**src/rtl/xcvu440_reset_pkg.sv**
```systemverilog
// Package: xcvu440_reset_pkg
// Shared definitions for the reset-request controller:
//   - FSM state encoding (HOLD=0, WAIT_LOCK=1, SETTLE=2, RUN=3)
//   - bit positions inside the 4-bit cause register {sw, button, lock_loss, por}
//   - a small constant helper used to size the shared cycle counter
package xcvu440_reset_pkg;

  typedef logic [1:0] state_t;

  localparam logic [1:0] ST_HOLD      = 2'd0;
  localparam logic [1:0] ST_WAIT_LOCK = 2'd1;
  localparam logic [1:0] ST_SETTLE    = 2'd2;
  localparam logic [1:0] ST_RUN       = 2'd3;

  localparam int CAUSE_POR  = 0;
  localparam int CAUSE_LOCK = 1;
  localparam int CAUSE_BTN  = 2;
  localparam int CAUSE_SW   = 3;

  // Value the cause register takes on reset: only the power-on bit set.
  localparam logic [3:0] CAUSE_POR_ONLY = 4'b0001;

  function automatic int max_int(input int a, input int b);
    return (a > b) ? a : b;
  endfunction

endpackage

```
**src/rtl/xcvu440_reset_debounce.sv**
```systemverilog
// Module: xcvu440_reset_debounce
// Synchroniser plus stable-level debouncer for an active-low push-button.
// The debounced level only changes after the synchronised input has held the
// opposite level for 2^DEBOUNCE_BITS consecutive cycles; any return to the
// current debounced level clears the count.
// Ports:
//   clock        in   reference clock
//   reset        in   synchronous, active-high
//   button_n     in   async push-button, active-low
//   btn_pressed  out  debounced button state (high = pressed), flop-derived
module xcvu440_reset_debounce
  import xcvu440_reset_pkg::*;
#(
  parameter int SYNC_STAGES   = 2,
  parameter int DEBOUNCE_BITS = 8
) (
  input  logic clock,
  input  logic reset,
  input  logic button_n,
  output logic btn_pressed
);

  localparam logic [DEBOUNCE_BITS-1:0] STABLE_LAST = '1;

  logic [SYNC_STAGES-1:0]   sync_q;
  logic                     btn_sync;
  logic                     level_n_q;
  logic [DEBOUNCE_BITS-1:0] stable_cnt;

  assign btn_sync = sync_q[SYNC_STAGES-1];

  // NOTE: sequential state uses non-blocking assignments so every flop
  // samples the pre-edge value of its neighbours, which is what makes the
  // synchroniser chain shift by exactly one stage per edge.
  always_ff @(posedge clock) begin
    if (reset) begin
      sync_q     <= '1;
      level_n_q  <= 1'b1;
      stable_cnt <= '0;
    end else begin
      sync_q <= {sync_q[SYNC_STAGES-2:0], button_n};
      if (btn_sync == level_n_q) begin
        stable_cnt <= '0;
      end else if (stable_cnt == STABLE_LAST) begin
        level_n_q  <= btn_sync;
        stable_cnt <= '0;
      end else begin
        stable_cnt <= stable_cnt + 1'b1;
      end
    end
  end

  assign btn_pressed = ~level_n_q;

endmodule

```
**src/rtl/xcvu440_reset_ctrl.sv**
```systemverilog
// Module: xcvu440_reset_ctrl
// Reset-request controller feeding the areset input of the clock-domain
// reset sequencer. Holds areset_out high for a minimum pulse, waits for all
// PLL/MMCM locks, requires them to stay stable for a settle time, then
// releases. Button, software request and lock loss all restart the sequence.
// Optional feature: define XCVU440_RESET_CAUSE_EN to make `cause` a sticky
// record of why the last reset happened; otherwise cause reads 4'b0000.
// Ports:
//   clock       in   free-running reference clock
//   reset       in   synchronous, active-high; forces power-on state
//   pll_locked  in   async lock indicators (NUM_PLL)
//   button_n    in   async push-button, active-low
//   sw_req      in   one-cycle software reset request
//   cause_clr   in   one-cycle clear of the cause register
//   areset_out  out  registered reset request (high = in reset)
//   rst_done    out  registered, high only in RUN
//   cause       out  {sw, button, lock_loss, por}, sticky
module xcvu440_reset_ctrl
  import xcvu440_reset_pkg::*;
#(
  parameter int NUM_PLL       = 2,
  parameter int SYNC_STAGES   = 2,
  parameter int DEBOUNCE_BITS = 8,
  parameter int HOLD_CYCLES   = 64,
  parameter int SETTLE_CYCLES = 256
) (
  input  logic               clock,
  input  logic               reset,
  input  logic [NUM_PLL-1:0] pll_locked,
  input  logic               button_n,
  input  logic               sw_req,
  input  logic               cause_clr,
  output logic               areset_out,
  output logic               rst_done,
  output logic [3:0]         cause
);

  localparam int CNT_W = $clog2(max_int(HOLD_CYCLES, SETTLE_CYCLES) + 1);
  localparam logic [CNT_W-1:0] HOLD_LAST   = CNT_W'(HOLD_CYCLES - 1);
  localparam logic [CNT_W-1:0] SETTLE_LAST = CNT_W'(SETTLE_CYCLES - 1);

  logic [SYNC_STAGES-1:0][NUM_PLL-1:0] lock_sync;
  logic                                all_locked;
  logic                                btn_pressed;
  logic                                req;
  state_t                              state, state_nx;
  logic [CNT_W-1:0]                    cnt, cnt_nx;

  always_ff @(posedge clock) begin
    if (reset) lock_sync <= '0;
    else       lock_sync <= {lock_sync[SYNC_STAGES-2:0], pll_locked};
  end

  assign all_locked = &lock_sync[SYNC_STAGES-1];

  xcvu440_reset_debounce #(
    .SYNC_STAGES   (SYNC_STAGES),
    .DEBOUNCE_BITS (DEBOUNCE_BITS)
  ) u_debounce (
    .clock       (clock),
    .reset       (reset),
    .button_n    (button_n),
    .btn_pressed (btn_pressed)
  );

  assign req = sw_req | btn_pressed;

  // Priority: request over lock loss over counter expiry. The request
  // override is applied last so it wins regardless of the state branch.
  // NOTE: every output of this block gets a default first so no path
  // leaves a value unassigned, which would otherwise infer a latch.
  always_comb begin
    state_nx = state;
    cnt_nx   = cnt;
    case (state)
      ST_HOLD: begin
        if (cnt == HOLD_LAST) begin
          state_nx = ST_WAIT_LOCK;
          cnt_nx   = '0;
        end else begin
          cnt_nx = cnt + 1'b1;
        end
      end
      ST_WAIT_LOCK: begin
        if (all_locked) begin
          state_nx = ST_SETTLE;
          cnt_nx   = '0;
        end
      end
      ST_SETTLE: begin
        if (!all_locked) begin
          state_nx = ST_WAIT_LOCK;
          cnt_nx   = '0;
        end else if (cnt == SETTLE_LAST) begin
          state_nx = ST_RUN;
          cnt_nx   = '0;
        end else begin
          cnt_nx = cnt + 1'b1;
        end
      end
      ST_RUN: begin
        if (!all_locked) begin
          state_nx = ST_HOLD;
          cnt_nx   = '0;
        end
      end
      default: begin
        state_nx = ST_HOLD;
        cnt_nx   = '0;
      end
    endcase
    if (req) begin
      state_nx = ST_HOLD;
      cnt_nx   = '0;
    end
  end

  // Outputs are decoded from the next state so they switch on the same
  // edge as the state register, with no extra pipeline delay.
  always_ff @(posedge clock) begin
    if (reset) begin
      state      <= ST_HOLD;
      cnt        <= '0;
      areset_out <= 1'b1;
      rst_done   <= 1'b0;
    end else begin
      state      <= state_nx;
      cnt        <= cnt_nx;
      areset_out <= (state_nx != ST_RUN);
      rst_done   <= (state_nx == ST_RUN);
    end
  end

`ifdef XCVU440_RESET_CAUSE_EN
  logic [3:0] cause_q;
  logic [3:0] cause_set;

  always_comb begin
    cause_set             = '0;
    cause_set[CAUSE_SW]   = sw_req;
    cause_set[CAUSE_BTN]  = btn_pressed;
    cause_set[CAUSE_LOCK] = !all_locked && ((state == ST_SETTLE) || (state == ST_RUN));
  end

  // A set arriving in the same cycle as cause_clr survives the clear.
  always_ff @(posedge clock) begin
    if (reset) cause_q <= CAUSE_POR_ONLY;
    else       cause_q <= (cause_clr ? 4'b0000 : cause_q) | cause_set;
  end

  assign cause = cause_q;
`else
  logic cause_clr_unused;
  assign cause_clr_unused = cause_clr;
  assign cause            = 4'b0000;
`endif

endmodule
```
**config.mk**
```make
export PLATFORM = sky130hd
export DESIGN_NAME = xcvu440_reset_ctrl
export DESIGN_NICKNAME = d
export VERILOG_FILES = /design/src/rtl/xcvu440_reset_pkg.sv /design/src/rtl/xcvu440_reset_debounce.sv /design/src/rtl/xcvu440_reset_ctrl.sv
export SDC_FILE = /design/constraint.sdc
export NUM_CORES = 1
export LEC_CHECK = 0
export ABC_AREA = 1
export BUFFER_PORTS_ARGS = -buffer_cell sky130_fd_sc_hd__buf_2
export CAP_MARGIN = 30
export CORE_MARGIN = 4
export CORE_UTILIZATION = 25
export CTS_CLUSTER_DIAMETER = 120
export DETAILED_ROUTE_END_ITERATION = 8
export GPL_ROUTABILITY_DRIVEN = 0
export HOLD_SLACK_MARGIN = 0.15
export MAX_ROUTING_LAYER = met4
export REMOVE_ABC_BUFFERS = 1
export SETUP_SLACK_MARGIN = 0.3
export SYNTH_ARGS = -nofsm -noshare
export SYNTH_HDL_FRONTEND = slang
export SYNTH_SLANG_ARGS = --single-unit
export TNS_END_PERCENT = 30
```
**constraint.sdc**
```tcl
create_clock -name clock -period 2.5 [get_ports clock]
set_input_delay 0.375 -clock clock [delete_from_list [all_inputs] [get_ports clock]]
set_output_delay 0.375 -clock clock [all_outputs]
set_load 0.03 [all_outputs]
```
## Word-level counts from Yosys, hierarchy flattened

Index checks and enable logic that the tools add are counted.

| operators by class | value |
|---|---|
| add/sub/neg operators | 2 |
| equal/unequal tests | 11 |
| muxes and demuxes | 13 |
| bitwise gates (word level) | 3 |
| reduce and logical (&&, ||, !) cells | 6 |

Operators with widths:

| kind | count |
|---|---|
| two-way mux 9 bit | 5 |
| one-hot mux 9 bit (4 select lines) | 1 |
| two-way mux 2 bit | 6 |
| adder 9 x 1 -> 9 bit (second input constant) | 1 |
| == test 9 x 6 -> 1 bit (second input constant) | 1 |
| == test 9 x 8 -> 1 bit (second input constant) | 1 |
| adder 8 x 1 -> 8 bit (second input constant) | 1 |
| == test 8 bit (second input constant) | 1 |
| one-hot mux 2 bit (4 select lines) | 1 |
| == test 2 bit (second input constant) | 3 |
| inequality test 2 bit (second input constant) | 3 |
| AND reduction 2 bit | 3 |
| OR reduction 3 bit | 1 |
| == test 2 x 1 -> 1 bit (second input constant) | 1 |
| logical NOT 2 bit | 1 |
| inverter 1 bit | 2 |
| OR reduction 2 bit | 1 |
| == test 1 bit | 1 |
| OR 1 bit | 1 |

| storage, ports and cells | value |
|---|---|
| register bits after elaboration | 28 |
| bits of input ports | 7 |
| logic and storage cells | 44 |

## Depth between registers and ports, before layout

Gate-level depths: netlist of the first run.

| depth | value |
|---|---|
| depth after elaboration | 6 |
| depth in mapped cells | 13 |
| mapped depth without buffers | 13 |

## Hierarchy

Synthesis of the first run repeated with hierarchy kept, for this count alone.

| second synthesis, totals | value |
|---|---|
| cell total of the unflattened synthesis | 170 |
| area total of the unflattened synthesis | 1340.0 sq um |

By module, submodules not included:

| module | times used | cells each | area each (sq um) | sequential area each (sq um) |
|---|---|---|---|---|
| xcvu440_reset_ctrl | 1 | 109 | 877.1 | 340.3 |
| xcvu440_reset_debounce | 1 | 61 | 462.9 | 220.2 |

## Worst setup path before layout of the first run

No wires, ideal clock.

| timing | value |
|---|---|
| kind | reg-to-reg |
| from | reg cnt[0] |
| to | reg cnt[2] |
| setup time | 117 ps |
| arrival | 1463 ps |
| path slack | 920 ps |
| cell stages (with the launch flop) | 14 |
| cells stage by stage | dfxtp_1 > ha_1 > nand2_1 > nor2_4 > nand3_1 > inv_1 > ha_1 > nor2_1 > nand2_1 > nand2_1 > nand2_1 > nand2_1 > nand2_2 > nor2_1 |

| on the way | value |
|---|---|
| word-level cells in the longest chain between the ends | 4 |
| elaborated cells between the ends (all ways) | 7 |

RTL lines:

| item | line | source |
|---|---|---|
| start, declared | xcvu440_reset_ctrl.sv:47 | `logic [CNT_W-1:0] cnt, cnt_nx;` |
| start signal, assigned | xcvu440_reset_ctrl.sv:128 | `cnt <= cnt_nx;` |
| adder 9 x 1 -> 9 bit / == test 9 x 8 -> 1 bit (equally long branches) | xcvu440_reset_ctrl.sv:81, xcvu440_reset_ctrl.sv:98, xcvu440_reset_ctrl.sv:94 |  |
| two-way mux 9 bit | xcvu440_reset_ctrl.sv:94 | `end else if (cnt == SETTLE_LAST) begin` |
| two-way mux 9 bit | xcvu440_reset_ctrl.sv:91 | `if (!all_locked) begin` |
| one-hot mux 9 bit (4 select lines) * | xcvu440_reset_ctrl.sv:75 | `case (state)` |

Every way passes the cells marked *; elsewhere a longest branch is shown, timed or not.
A chain may end at the register's enable or synchronous reset.

## Worst setup path after layout of the first run

Ends and elaborated chain as after synthesis.

==> implementation parameters, run 1 <==
Parameter                              Value

Run status
  Outcome ... finished clean

Critical path
  Endpoint arrival time on the critical path ... between 2 and 2.5 ns
  Slowest cell delay on critical path ... 0.40 ns
  Worst reg2reg startpoint ... cnt[0]
  Cell with the biggest individual delay on the critical path ... dfxtp_1
  Flop2flop setup slack ... 0.66 ns
  Startpoint types ... flop
  Instance count on the critical path ... 13
  Worst-path maximum fanout ... 5
  Critical path startpoint ... cnt[0]
  Worst setup path endpoint ... cnt[2]
  Logic depth of the worst register-to-register path ... 13
  Reg2reg end ... cnt[2]
  Critical-path cell list ... ha_1, nand2_1, nor2_4, nand3_1, inv_1, ha_1, nor2_1, nand2_1, nand2_1, nand2_1, nand2_1, nand2_2, nor2_1
  Cell occurring most often along the worst timing path ... nand2_1
  Worst setup path class ... reg2reg
  CP delay by family, top ... simple AND/OR/NAND/NOR gates
  Data required time of the critical path ... 2.68 ns
  Critical path capture point type ... flop
  Critical path buffer and inverter count ... 1

Cells and area
  Final core area utilization ... ~29%
  Diode count ... 0
  Layout Area Growth over Synthesis ... 12.3%
  Ratio of cells with drive above 1 in the final layout ... 12.4%
  Post-layout net count ... 206

STA
  Unrepaired setup endpoints after global routing ... false
  Total count of hold-check failures in the final report ... 0
  Clock tree skew after final layout ... ~0.003 ns
  Final-report setup violation count ... 0
  Maximum clock frequency ... approximately 540 MHz
  Number of pins exceeding their max-slew limit in the final report ... 0
  Final sum of negative setup slack ... 0 ns
  Worst hold-check slack ... 0.272 ns
  Clock period minus worst slack ... between 1.5 and 2 ns
  Worst Slack Setup Final ... ~0.66 ns
  Ratio of final minimum period to clock period ... 73.6%

Global route
  Global-route wire length before repair ... ~3800 um
  Largest net degree at the start of global routing ... 18
  Vias in the first global route ... 926
  Antenna violations before repair ... 0
  GRT overflow ... 0
  Overall routing resource usage ... approximately 7.8%

Floorplan
  Starting density of the core ... roughly 26%
  Die area ... 6540 um2
  Placeable Area ... 5140 um2
  Number of ports placed on the die boundary ... 13
  Die boundary height ... ~81 um
  Die boundary width ... 80.9 um
  Site row count ... 26

Place
  Pre-CTS worst setup slack ... 0.645 ns
  Number of input and output port buffers inserted ... 7
  Final HPWL DP ... between 1500 and 2000 um

Pwr
  Total power ... 845 uW
  Power per Cell Area ... 567 nW/um2
  Static leakage ... 0.000690 uW
  Peak VDD IR ... around 0.20 mV

Detailed routing
  Final WL ... 2140 um
  Post-route DRC violation count ... 0
  Routed via count divided by cell count ... about 3.9
  ANT nets after route ... 0
  Number of search-and-repair iterations in the first detailed-routing pass ... 4
  Routed vias ... 1017
  Detail-routed net length per standard cell ... 8.10 um
  Violation count after the first detailed-route iteration ... 28

Yosys
  Post-synthesis sequential area ratio ... 42.2%
  Count of different cell masters after synthesis ... 25
  Post-synthesis instance area ... 1330 um2
  Cell taking the most area after synthesis ... dfxtp_1
  Ys Warns ... 0
  Syn Area/Cell ... 7.18 um2
  Count of mapped cells out of synthesis ... 185
  Post-synth top area share ... 42.2%
  Leading cell types by total area after synthesis ... dfxtp_1, nand2_1, inv_1
  Post-synthesis register bit count ... 28

CTS
  Post-cts sizing count ... 0
  CTS tree ... yes
  CTS Buffer Depth ... 2
  CTS hold repair buffers ... 0
  Number of setup buffers added after CTS ... 0
  Clock edge transition at the registers on the reported setup and hold paths ... 0.09 ns
  Worst-skew pair later-pin latency ... roughly 0.28 ns
  Clock tree root buffer cell ... clkbuf_8
  Number of levels the H-tree was split into ... 1
  Number of clock buffers inserted by TritonCTS ... 3
  Number of sinks handled by clock tree synthesis ... 28

Min path
  Startpoint of the most critical hold path ... button_n
  Class of the most critical hold timing path ... in2reg

Run
  Number of violations of the max-capacitance limit ... 0
## where the power goes
part / switching (uW) / internal (uW)
Sequential: 3.76 / 453
Clock: 141 / 215
Combinational: 23.2 / 10.3
## cells in the mapped netlist
cell type / count
inv_1: 30
nor3b_1: 1
nor2_4: 1
nor2_1: 29
nand3_2: 1
buf_6: 1
a21oi_1: 4
inv_2: 1
nand2_1: 39
nor3_1: 1
buf_4: 4
xor2_1: 4
nand3b_1: 1
ha_1: 4
or2_2: 2
nand2_4: 1
nor2_2: 1
nand3_1: 16
xnor2_1: 1
a21o_2: 1
o21ai_0: 4
conb_1: 1
dfxtp_1: 28
nand4_1: 4
nand2_2: 5
## worst min path at each step
| stage | slack [ns] | to | cells after the start |
|---|---|---|---|
| 6_report | 0.27 | u_debounce.sync_q[0] | 2 |
| 5_1_grt | 0.26 | u_debounce.sync_q[0] | 2 |
| 4_1_cts | 0.26 | u_debounce.sync_q[0] | 2 |
| 3_5_place_dp | 0.39 | lock_sync[3] | 2 |
| 3_3_place_gp | 0.39 | u_debounce.sync_q[1] | 1 |
| 2_1_floorplan | 0.39 | lock_sync[2] | 2 |
## state kept, by name, summed over array words and instances (netlist names)
| signal | count |
|---|---|
| lock_sync | 4 |
| u_debounce.level_n_q | 1 |
| u_debounce.sync_q | 2 |
| u_debounce.stable_cnt | 8 |
| areset_out | 1 |
| rst_done | 1 |
| state | 2 |
| cnt | 9 |
## metrics by stage
step | instances | cell area [um2]
final | 264 | 1490
after global routing | 264 | 1490
after CTS | 264 | 1490
after detailed placement | 260 | 1420
after global placement | 260 | 1420
after floorplan | 183 | 1300
## cell families (layout without fill, tap and decap cells)
group                      Yosys count  count (layout)  synth area share [%]
other                                1               4                 0.282
xor gates and xnor gates             5               5                  3.30
buffers and inverters               36              42                  11.9
AOI/OAI and AO/OA                    9               9                  3.68
adders and majority gates            4               4                  3.77
DFF                                 28              28                  42.2
and+or+nand+nor                    102             102                  34.9
## cells in the final DEF, fill, tap and decap left out
cell	netlist	final
ha_1	4	4
o21ai_0	4	4
or2_2	2	2
inv_1	30	30
nand3_1	16	16
nor2_4	1	1
xnor2_1	1	1
clkbuf_8	0	3
nand2_1	39	39
a21o_2	1	1
nand3_2	1	1
nand4_1	4	4
nand2_2	5	5
nor2_1	29	29
inv_2	1	1
nand2_4	1	1
nor3_1	1	1
xor2_1	4	4
nor3b_1	1	1
bufinv_16	0	1
nor2_2	1	1
nand3b_1	1	1
a21oi_1	4	4
buf_2	0	7
conb_1	1	4
dfxtp_1	28	28
## routing by layer
layer,vias up,global-route usage [%],part of all wire [%]
met5,-,-,0
met3,5,1.33,2.5
met1,425,9.68,52
met2,14,11.6,43
met4,0,5.07,2.7
li1,573,-,-
## worst reg2reg max path: stages (launching register included)
cell and delay [ns]:
dfxtp_1 0.40, ha_1 0.20, nand2_1 0.13, nor2_4 0.19
nand3_1 0.13, inv_1 0.08, ha_1 0.15, nor2_1 0.05
nand2_1 0.05, nand2_1 0.06, nand2_1 0.06, nand2_1 0.07
nand2_2 0.13, nor2_1 0.05
## cell type report
type	count	area, um2
Inverter	31	116
Fill cell	602	3650
Sequential cell	28	561
Clock buffer	3	41.3
Tap cell	70	87.6
Timing Repair Buffer	7	35.0
Multi-Input combinational cell	124	621
Clock inverter	1	30.0
No activity file was read; power rests on OpenSTA's default activity.
==> inputs of run 2 (changes only) <==
==> constraint.sdc (replaced) <==
create_clock -name clock -period 1.55 [get_ports clock]
set_input_delay 0.2325 -clock clock [delete_from_list [all_inputs] [get_ports clock]]
set_output_delay 0.2325 -clock clock [all_outputs]
set_load 0.03 [all_outputs]
==> run 2 against run 1 <==
  * Critical path type unchanged
  * Critical endpoint unchanged
  * Fmax is 19% higher
  * Clock-buffer cell count is the same
  * Global-route usage up 0.80 points
  * Register-to-register slack worse by 0.65 ns
  * Final area increased by 17%
  * Highest routed layer unchanged
  * Worst hold slack worse by 0.11 ns
  * Utilization rose by 4.8 points
  * Sequential power rose by 61%
  * Critical path depth unchanged
  * Flip-flop and latch count unchanged
  * Combinational power is 120% higher
==> implementation parameters, run 2 (synthesis gave the netlist of run 1 again) <==
Parameter                              Value

Pwr
  Pint ... 1100 uW (+63%)
  Peak VDD IR ... 0.554 mV (+170%)
  Combinational cell fraction of total power ... 5.3% (+1.3 points)
  Sequential share of power ... 53.3% (-0.7 points)
  Switching share of total power ... 20.1% (+0.18 points)
  Switching power summed over all nets ... 277 uW (+65%)
  Portion of total power attributed to the clock network ... 41.4% (-0.7 points)
  Total power ... 1380 uW (+63%)
  Static leakage ... 0.000780 uW (+13%)
  Power per Cell Area ... 793 nW/um2 (+40%)

STA
  Total count of hold-check failures in the final report ... 0 (unchanged)
  Number of pins exceeding their max-slew limit in the final report ... 0 (unchanged)
  Final sum of negative setup slack ... 0 ns (unchanged)
  Final-report setup violation count ... 0 (unchanged)
  Unrepaired setup endpoints after global routing ... true
  Ratio of final minimum period to clock period ... 99.6% (+26 points)
  Clock period minus worst slack ... 1.54 ns (-0.296 ns)
  Clock tree skew after final layout ... 0.00496 ns (+0.00192 ns)
  Maximum clock frequency ... 648 MHz (+19%)

Critical path
  Startpoint types ... flop
  Logic depth of the worst register-to-register path ... 13 (unchanged)
  Data required time of the critical path ... 1.72 ns (-0.96 ns)
  Worst setup path class ... reg2reg
  Worst-path maximum fanout ... 5 (unchanged)
  Critical path capture point type ... flop
  Endpoint arrival time on the critical path ... 1.72 ns (-0.29 ns)
  Flop2flop setup slack ... 0.007 ns (-0.65 ns)

Cells and area
  Most common library cell in the layout ignoring fill and taps ... nand2_1
  Layout Area Growth over Synthesis ... 31.1%
  Final core area utilization ... 33.9% (+4.8 points)
  Diode count ... 0 (unchanged)
  Post-layout net count ... 221 (+7.3%)
  Top library cells by usage in the layout, fill and taps aside ... nand2_1, inv_1, nor2_1, dfxtp_1
  Registers with the most flip-flops ... cnt x9, u_debounce.stable_cnt x8, lock_sync x4
  Register ranked first by flip-flop count ... cnt
  Ratio of cells with drive above 1 in the final layout ... 29.2% (+17 points)
  Flip-flop count of the largest register after layout ... 9 (unchanged)

Floorplan
  Starting density of the core ... 25.8% (unchanged)
  Die area ... 6540 um2 (unchanged)
  Die boundary width ... 80.9 um (unchanged)
  Number of ports placed on the die boundary ... 13 (unchanged)
  Die boundary height ... 80.9 um (unchanged)
  Placeable Area ... 5140 um2 (unchanged)
  Site row count ... 26 (unchanged)

CTS
  CTS Buffer Depth ... 2 (unchanged)
  CTS tree ... yes
  Clock edge transition at the registers on the reported setup and hold paths ... 0.10 ns (about the same)
  Number of clock buffers inserted by TritonCTS ... 3 (unchanged)
  Worst-skew pair later-pin latency ... 0.27 ns (about the same)
  Clock tree root buffer cell ... clkbuf_8
  Number of levels the H-tree was split into ... 1 (unchanged)
  Number of sinks handled by clock tree synthesis ... 28 (unchanged)

Detailed routing
  Post-route DRC violation count ... 0 (unchanged)
  Number of search-and-repair iterations in the first detailed-routing pass ... 4 (unchanged)
  Violation count after the first detailed-route iteration ... 71 (+150%)
  Routed vias ... 1120 (+10%)
  ANT nets after route ... 0 (unchanged)
  Detail-routed net length per standard cell ... 9.07 um (+12%)
  Final WL ... 2530 um (+18%)
  Routed via count divided by cell count ... 4.01 (+4.2%)

Run
  Number of violations of the max-capacitance limit ... 0 (unchanged)

Global route
  Global-route met1 utilization ... 9.99% (+0.31 points)
  M2 GR Usage ... 14.4% (+2.9 points)
  Largest net degree at the start of global routing ... 18 (unchanged)
  Global-route wire length before repair ... 4290 um (+12%)
  Busiest metal layer after global routing ... met2
  M3 GR Usage ... 1.66% (+0.33 points)
  Overall routing resource usage ... 8.59% (+0.80 points)
  Antenna violations before repair ... 0 (unchanged)
  GRT overflow ... 0 (unchanged)
  Vias in the first global route ... 1024 (+11%)

Min path
  Class of the most critical hold timing path ... in2reg
  Hold Path Depth ... 3 (+1)

Run status
  Outcome ... finished clean

Place
  Number of input and output port buffers inserted ... 7 (unchanged)
  Final HPWL DP ... 1650 um (-0.34%)
run 2: worst max-delay path: stages, from the launching register on:
cell and delay [ns]:
dfxtp_2 0.36, ha_4 0.15, nand2_4 0.05, nor2_4 0.13, nand3_2 0.09, inv_2 0.09
ha_4 0.14, nor2_2 0.03, nand2_1 0.07, nand2_2 0.06, nand2_2 0.08, nand2_4 0.07
nand2_8 0.09, nor2_2 0.04
run 2: per-layer routing:
layer,routed length [um],vias up
met4,36,0
met2,1230,17
met5,0,-
li1,-,604
met1,1180,497
met3,86,2
run 2: through the flow:
| step | std cells | area [um2] | hold WS [ns] | worst slack [ns] |
|---|---|---|---|---|
| floorplan | 183 | 1300 | 0.304 | -0.0320 |
| global placement | 267 | 1470 | 0.393 | -0.0837 |
| detailed placement | 267 | 1470 | 0.393 | -0.111 |
| CTS | 275 | 1620 | 0.151 | 0.0393 |
| global route | 279 | 1740 | 0.164 | -0.0792 |
| finish | 279 | 1740 | 0.157 | 0.00676 |
run 2: timing repair:
action                     4_1_cts  5_1_grt
gates resized for setup         11       24
pin swaps                        9       19
setup buffers                    3        3
hold buffers                     1        1
setup endpoints to repair       19       20
hold endpoints to repair         1        1
run 2: final timing paths:
kind,to,startpoint
setup reg to reg,cnt[2],cnt[0]
setup / recovery,cnt[2],cnt[0]
hold reg to reg,lock_sync[3],lock_sync[1]
hold / removal,lock_sync[0],pll_locked[0]
run 2: power groups by stage:
stage	combinational (uW)	sequential [uW]	clock, uW
final	73.0	736	571
after global placement	59.3	751	0
after global routing	83.5	737	623
after detailed placement	59.7	751	0
after CTS	63.2	736	590
after floorplan	40.0	752	0
run 2: layout make-up:
type	count	area, um2
repair buffers	22	153
flip-flops and latches	28	569
multi-input cells	124	743
inverters	31	116
fillers	556	3400
clock inverters	1	30.0
clock buffers	3	41.3
well taps	70	87.6
